--- src/rtl/matrix_bus_pkg.sv ---
// matrix_bus_pkg: shared state encoding and requester indices for the matrix bus arbiter
package matrix_bus_pkg;

    typedef enum logic [1:0] {IDLE, TURN, OWN, REL} arb_state_t;

    localparam int NUM_BUS_REQ = 5;
    localparam int REQ_EXEC    = 0;
    localparam int REQ_IMEM    = 1;
    localparam int REQ_MMEM    = 2;
    localparam int REQ_REGS    = 3;
    localparam int REQ_ALU     = 4;

endpackage

--- src/rtl/rr_pick.sv ---
// rr_pick: round-robin picker, first set request strictly after ptr, wrapping
module rr_pick #(
    parameter int N = 5,
    parameter int W = $clog2(N)
) (
    input  logic [N-1:0] req,
    input  logic [W-1:0] ptr,
    output logic         valid,
    output logic [W-1:0] idx
);

    logic [N-1:0] rot;
    logic [W-1:0] first;

    // rotate so that bit 0 is the requester just after ptr
    always_comb begin
        rot = '0;
        for (int i = 0; i < N; i++)
            rot[i] = req[W'((int'(ptr) + 1 + i) % N)];
    end

    // lowest set bit of the rotated vector, mapped back to a requester index
    always_comb begin
        first = '0;
        for (int i = N - 1; i >= 0; i--)
            if (rot[i]) first = W'(i);
        valid = |req;
        idx   = W'((int'(ptr) + 1 + int'(first)) % N);
    end

endmodule

--- src/rtl/matrix_bus_arbiter.sv ---
// matrix_bus_arbiter: round-robin owner scheduler with turnaround and bounded hold for the matrix bus
module matrix_bus_arbiter
    import matrix_bus_pkg::*;
#(
    parameter int NUM_REQ  = NUM_BUS_REQ,
    parameter int MAX_HOLD = 16
) (
    input  logic                       clock,
    input  logic                       reset,
    input  logic [NUM_REQ-1:0]         req,
    input  logic [NUM_REQ-1:0]         done,
    output logic [NUM_REQ-1:0]         grant,
    output logic [NUM_REQ-1:0]         drive_en,
    output logic [$clog2(NUM_REQ)-1:0] owner,
    output logic                       busy,
    output logic                       timeout_err
);

    localparam int IW = $clog2(NUM_REQ);
    localparam int HW = $clog2(MAX_HOLD + 1);

    arb_state_t         state, state_n;
    logic [IW-1:0]      ptr, ptr_n, owner_n, pick;
    logic [HW-1:0]      hold, hold_n;
    logic [NUM_REQ-1:0] grant_n, drive_n;
    logic               terr_n, pick_valid, own_req, own_done, at_limit;

    rr_pick #(.N(NUM_REQ), .W(IW)) u_pick (
        .req   (req),
        .ptr   (ptr),
        .valid (pick_valid),
        .idx   (pick)
    );

    assign own_req  = req[owner];
    assign own_done = done[owner];
    assign at_limit = hold == HW'(MAX_HOLD);
    assign busy     = state != IDLE;

    // state and output registers; reset drops every enable immediately
    always_ff @(posedge clock or posedge reset) begin
        if (reset) begin
            state       <= IDLE;
            ptr         <= IW'(NUM_REQ - 1);
            owner       <= IW'(NUM_REQ - 1);
            hold        <= '0;
            grant       <= '0;
            drive_en    <= '0;
            timeout_err <= 1'b0;
        end else begin
            state       <= state_n;
            ptr         <= ptr_n;
            owner       <= owner_n;
            hold        <= hold_n;
            grant       <= grant_n;
            drive_en    <= drive_n;
            timeout_err <= terr_n;
        end
    end

    // next state: arbitrate in IDLE, quiet turnaround on both sides of OWN
    always_comb begin
        state_n = state;
        ptr_n   = ptr;
        owner_n = owner;
        hold_n  = hold;
        grant_n = grant;
        drive_n = drive_en;
        terr_n  = 1'b0;
        case (state)
            IDLE: if (pick_valid) begin
                state_n = TURN;
                owner_n = pick;
                grant_n = NUM_REQ'(1) << pick;
            end
            TURN: if (own_req) begin
                state_n = OWN;
                drive_n = grant;
                hold_n  = HW'(1);
            end else begin
                state_n = REL;
                grant_n = '0;
            end
            OWN: begin
                hold_n = at_limit ? hold : hold + 1'b1;
                if (own_done || !own_req || at_limit) begin
                    state_n = REL;
                    ptr_n   = owner;
                    grant_n = '0;
                    drive_n = '0;
                    terr_n  = at_limit && own_req && !own_done;
                end
            end
            default: state_n = IDLE;
        endcase
    end

endmodule

--- config.mk ---
export PLATFORM = sky130hd
export DESIGN_NAME = matrix_bus_arbiter
export DESIGN_NICKNAME = d
export VERILOG_FILES = /design/src/rtl/matrix_bus_pkg.sv /design/src/rtl/rr_pick.sv /design/src/rtl/matrix_bus_arbiter.sv
export SDC_FILE = /design/constraint.sdc
export NUM_CORES = 1
export LEC_CHECK = 0
export BUFFER_PORTS_ARGS = -buffer_cell sky130_fd_sc_hd__buf_2
export CAP_MARGIN = 25
export CORE_MARGIN = 8
export CORE_UTILIZATION = 63
export DETAILED_ROUTE_END_ITERATION = 10
export MAX_ROUTING_LAYER = met4
export PLACE_DENSITY = 0.92
export REMOVE_ABC_BUFFERS = 1
export SYNTH_ARGS = -nofsm -noshare
export SYNTH_HDL_FRONTEND = slang
export SYNTH_HIERARCHICAL = 1
export SYNTH_SLANG_ARGS = --single-unit
--- constraint.sdc ---
create_clock -name clock -period 11.4 [get_ports clock]
set_input_delay 0 -clock clock [delete_from_list [all_inputs] [get_ports clock]]
set_output_delay 0 -clock clock [all_outputs]
set_load 0.02 [all_outputs]
* Yosys cells after proc, flatten, opt, wreduce, memory -nomap -nowiden
Cells that the tools add are included.
Word-level totals: flip-flop bits (word level) 24, bits of input ports 12, output and inout port bits 15, logic and storage cells 91
Operators by class: divide/modulo/power cells 6, add/subtract/negate cells 7, $lt $le $gt $ge 6, reductions and logical operators 17, shift operators 1, multiplexer cells 39, equal/unequal tests 8
Operators with widths (count):
- 32-bit by 4-bit modulo with 32-bit output (second input constant) | 6
- 32-bit by 3-bit adder with 32-bit output (second input constant) | 2
- 32-bit by 2-bit adder with 32-bit output (second input constant) | 1
- 32-bit by 4-bit adder with 32-bit output | 1
- 32-bit by 4-bit adder with 32-bit output (second input constant) | 1
- 5-bit two-way mux | 6
- 3-bit by 5-bit less-than comparator with 1-bit output (second input constant) | 5
- 1-bit binary-select mux with 3-bit select | 7
- 5-bit one-hot mux with 2 select lines | 2
- 1-bit two-way mux | 15
- 3-bit two-way mux | 5
- 5-bit one-hot mux with 3 select lines | 1
- 2-bit inequality test (second input constant) | 5
- 2-bit one-hot mux with 3 select lines | 1
- 2-bit AND reduction | 3
- 3-bit AND reduction | 2
- 5-bit by 1-bit adder with 5-bit output (second input constant) | 1
- 5-bit == test (second input constant) | 1
- 5-bit OR reduction | 1
- 1-bit by 3-bit << shifter with 5-bit output (first input constant) | 1
- 3-bit by 1-bit adder with 4-bit output (second input constant) | 1
- 3-bit by 4-bit less-than comparator with 1-bit output (second input constant) | 1
- 2-bit two-way mux | 2
- 4-bit AND reduction | 1
- other kinds (8) | 12

* Longest topological paths before layout
depth in word-level cells 16, gate-level depth with buffers 56, depth with buffers taken out 52

* Hierarchy
The synthesis kept the hierarchy.
Modules (own cells, without submodules):
- rr_pick | instances 1, area each 3170.5 um2, cells each 438, seq. area each 0.0 um2
- matrix_bus_arbiter | instances 1, area each 1305.0 um2, cells each 114, seq. area each 603.1 um2

* Worst setup path after synthesis
Ideal clock, no wire load.
path kind flip-flop to flip-flop, start point register ptr[0], end point register grant[3], setup slack 1.169 ns, data required time 11.275 ns, data arrival time 10.106 ns, clock period less this slack 10.231 ns, cell stages (with the launch flop) 52, setup time 0.125 ns, cell sequence dfrtp_1 buf_4 buf_2 buf_1 inv_1 ha_1 buf_2 inv_1 ha_1 o21bai_1 o22ai_1 inv_1 ha_1 inv_1 a311oi_1 a211oi_1 inv_1 ha_1 (+16 left out) and2_1 a21oi_1 ha_1 nor2b_1 o21ai_0 nand2_1 a221o_1 xnor2_1 ha_1 nand2b_1 o21ai_0 a32oi_1 mux2i_1 nor2_1 xor2_1 nor2_1 and3_1 mux2_2
Between the ends: word-level cells in the longest chain between the ends 16
RTL lines:
- start: declaration | line matrix_bus_arbiter.sv:23 | logic [IW-1:0] ptr, ptr_n, owner_n, pick;
- start signal: assignment | line matrix_bus_arbiter.sv:44 | ptr <= IW'(NUM_REQ - 1);
- start signal: assignment | line matrix_bus_arbiter.sv:52 | ptr <= ptr_n;
- 3-bit by 1-bit adder with 4-bit output * | line rr_pick.sv:19, rr_pick.sv:28
- 32-bit by 4-bit adder with 32-bit output | line rr_pick.sv:19 | rot[i] = req[W'((int'(ptr) + 1 + i) % N)];
- 32-bit by 4-bit modulo with 32-bit output | line rr_pick.sv:19
- 1-bit binary-select mux with 3-bit select | line rr_pick.sv:19
- 1-bit two-way mux (not written as such) (2 in a row) | line rr_pick.sv:19
- 3-bit two-way mux (5 in a row) | line rr_pick.sv:26 | if (rot[i]) first = W'(i);
- 32-bit by 4-bit adder with 32-bit output * | line rr_pick.sv:28 | idx = W'((int'(ptr) + 1 + int'(first)) % N);
- 32-bit by 4-bit modulo with 32-bit output * | line rr_pick.sv:28
- via pick[2] | line matrix_bus_arbiter.sv:23
- 1-bit by 3-bit << shifter with 5-bit output * | line matrix_bus_arbiter.sv:74 | grant_n = NUM_REQ'(1) << pick;
- 5-bit two-way mux * | line matrix_bus_arbiter.sv:71 | IDLE: if (pick_valid) begin
- 5-bit one-hot mux with 3 select lines * | line matrix_bus_arbiter.sv:70 | case (state)
- end signal: assignment | line matrix_bus_arbiter.sv:55 | grant <= grant_n;
- end: declaration | line matrix_bus_arbiter.sv:12 | output logic [NUM_REQ-1:0] grant,
Mark *: on every way through the listed nets, which the timed path passes. The rest lies on a longest branch. The select of a mux whose other input is x is not followed. A chain may end at the register's enable or synchronous reset.

* Worst setup path in the final report
Ends and elaborated chain as after synthesis.

==> results.json <==
{
  "antenna_found_initial": 0,
  "die_x_um": 100,
  "io_pins": 27,
  "gp_congestion": 1.02,
  "ff_latch_area_sq_um": 612,
  "syn_area_per_cell_sq_um": 8.11,
  "fmax_mhz": 93.2,
  "run_status": "finished clean",
  "grt_usage_pct": 23.2,
  "final.min_clock_period_ps": 10730,
  "num_vias": 4414,
  "hold_violations": 0,
  "grt_pass1_vias": 4289,
  "drc_errors": 0,
  "cpMaxStageDelayCell": "dfrtp_4",
  "r2r-end": "grant[3]$_DFFE_PP0P_",
  "slowest_delay_ps": 560,
  "ys_async_sr_fraction_pct": 100,
  "slew_headroom_pct": 38.5,
  "r2r-start": "ptr[0]$_DFFE_PP0P_",
  "reg2regPathDepth": 48,
  "setup_viol": 0,
  "syn_inst": 552,
  "antenna_left": 0,
  "cp_common_cell": "ha_1",
  "ys_seq_elements": 24,
  "start_util_pct": 65.5,
  "clock_sinks": 24,
  "dpl-instance-area_sq_mm": 0.00460,
  "yosysWarnings": 6,
  "synth_ff_type": "dfrtp_1",
  "first_iter_violations": 367,
  "dieArea_sq_mm": 0.0101,
  "rrSetupSlack_ps": 670,
  "drv_cap": 0,
  "min_path_type": "input pin to flop",
  "seq_area_frac_synth_pct": 13.5,
  "synth_top_area_cell": "ha_1",
  "wl_um": 11800,
  "htreeDepth": 1,
  "startpoint_type": "flop",
  "drive_gt1_share_pct": 17.1,
  "multi_input_comb_area_sq_mm": 0.00359,
  "nFillCells": 504,
  "grt_overflow": 0,
  "grt_max_degree": 25,
  "min-delay-start": "done[1]",
  "crit_required_ps": 11560,
  "core-area_sq_mm": 0.00683,
  "crit_path_end_kind": "flop",
  "grt_first_pass_wirelength_um": 19300,
  "wl_per_cell_um": 17.7,
  "syn_to_final_growth_pct": 6.71,
  "final_cell_area_sq_mm": 0.00478,
  "cts-root-buf": "clkbuf_8",
  "io_buffers": 26,
  "viasPerCell": 6.66,
  "cts_buffer_depth": 2,
  "layout.cells.most_common": "ha_1",
  "rows": 30,
  "holdPathEnd": "timeout_err$_DFF_PP0_",
  "antenna_cells": 0,
  "synth_edf_count": 0,
  "crit_type": "flop to flop",
  "dpl.hpwl_um": 8740,
  "crit_fanout": 17,
  "die_y_um": 100,
  "skew_ps": 4.75,
  "tritoncts": "yes",
  "yosysTopAreaCellShare_pct": 16.2,
  "ys_types": 96,
  "slew_viol_final": 0,
  "cts_made_buffers": 3,
  "final_cell_mix": "ha_1, nor2_1, inv_1",
  "dr.pass1.iters": 5,
  "clock_latency_ps": 270,
  "tightestPinTransition_ps": 921,
  "clkTransAtPathRegs_ps": 80,
  "whs_path_depth": 3,
  "synth_area_sq_mm": 0.00448,
  "arrival_ps": 10890,
  "period_share_pct": 94.2,
  "yosys-top-cells-area": "ha_1, dfrtp_1, mux2i_1",
  "finalNetCount": 639
}
[how the worst max path moves through the flow]
| stage | endpoint | cells past startpoint | startpoint | slack (ps) |
|---|---|---|---|---|
| after floorplan | grant[3]$_DFFE_PP0P_ | 46 | ptr[0]$_DFFE_PP0P_ | 1260 |
| final | grant[3]$_DFFE_PP0P_ | 48 | ptr[0]$_DFFE_PP0P_ | 670 |
| after detailed placement | grant[3]$_DFFE_PP0P_ | 46 | ptr[0]$_DFFE_PP0P_ | 150 |
| after CTS | grant[3]$_DFFE_PP0P_ | 46 | ptr[0]$_DFFE_PP0P_ | 130 |
| after global placement | grant[3]$_DFFE_PP0P_ | 46 | ptr[0]$_DFFE_PP0P_ | 880 |
| after global routing | grant[3]$_DFFE_PP0P_ | 49 | ptr[0]$_DFFE_PP0P_ | -60 |
[repair_timing]
| action | 4_1_cts | 5_1_grt |
|---|---|---|
| endpoints found under the hold margin | 22 | 0 |
| resized for setup | 0 | 14 |
| hold buffers | 1 | 0 |
| buffers inserted | 0 | 4 |
| endpoints found under the setup margin | 0 | 8 |
[synthesized netlist by cell type (6+ instances only)]
cell,n
o21ai_0,31
a21o_1,6
nand2_1,38
nand2b_1,18
mux2i_1,20
ha_1,58
nand3_1,7
dfrtp_1,22
mux2_2,15
a211oi_1,15
nor2b_1,7
nor3_1,8
a22o_1,6
clkbuf_1,8
nor2_1,43
a21oi_1,34
xnor2_1,12
xor2_1,6
inv_1,43
[area by class of cell]
cell class / count / share of cell area (%)
Multi-Input combinational cell: 457 / 75.2
Timing Repair Buffer: 34 / 4.03
Clock inverter: 1 / 0.629
Inverter: 48 / 3.96
Sequential cell: 24 / 12.8
Tap cell: 96 / 2.52
Clock buffer: 3 / 0.865
[through the flow]
step	hold slack (ps)	worst slack [ps]	utilization [%]	instances	TNS, ps
after detailed placement	244	145	67.3	654	0
final	179	666	69.9	663	0
after global placement	216	884	67.3	654	0
after global routing	170	-60.0	69.9	663	-112
after CTS	168	134	68.5	659	0
after floorplan	13.1	1260	-	529	0
[kinds of logic after synthesis]
group / synth area share, %
multiplexers: 9.50
flip-flops: 13.5
buffers and inverters: 7.44
adder cells (fa/ha/maj): 16.7
AO/OA/AOI/OAI: 26.7
AND/OR/NAND/NOR: 21.0
XOR/XNOR: 5.23
[sequential cells by signal, indices dropped and copies added, names as in the netlist]
register,cells
owner,3
drive_en,5
hold,5
state,2
timeout_err,1
ptr,3
grant,5
[per-layer routing]
metal  vias up  global-route usage, %  wire length [um]
met5         -                      -                 0
met4         0                   8.37               416
met3        50                   2.01               790
met2       234                   40.7              5730
met1      2072                   26.9              4820
li1       2058                      -                 -
[critical path, delay by kind of cell (launching register included)]
family / cells / cell delay [ps]
AND/OR/NAND/NOR: 12 / 2210
AO/OA/AOI/OAI: 16 / 3250
multiplexers: 2 / 550
adder cells (fa/ha/maj): 9 / 2500
XOR/XNOR: 3 / 740
buffers and inverters: 6 / 810
flip-flops: 1 / 560
Power is left out: the tool's default activity adds up to more than one toggle a clock period on the data nets, which glitch-free logic cannot reach.
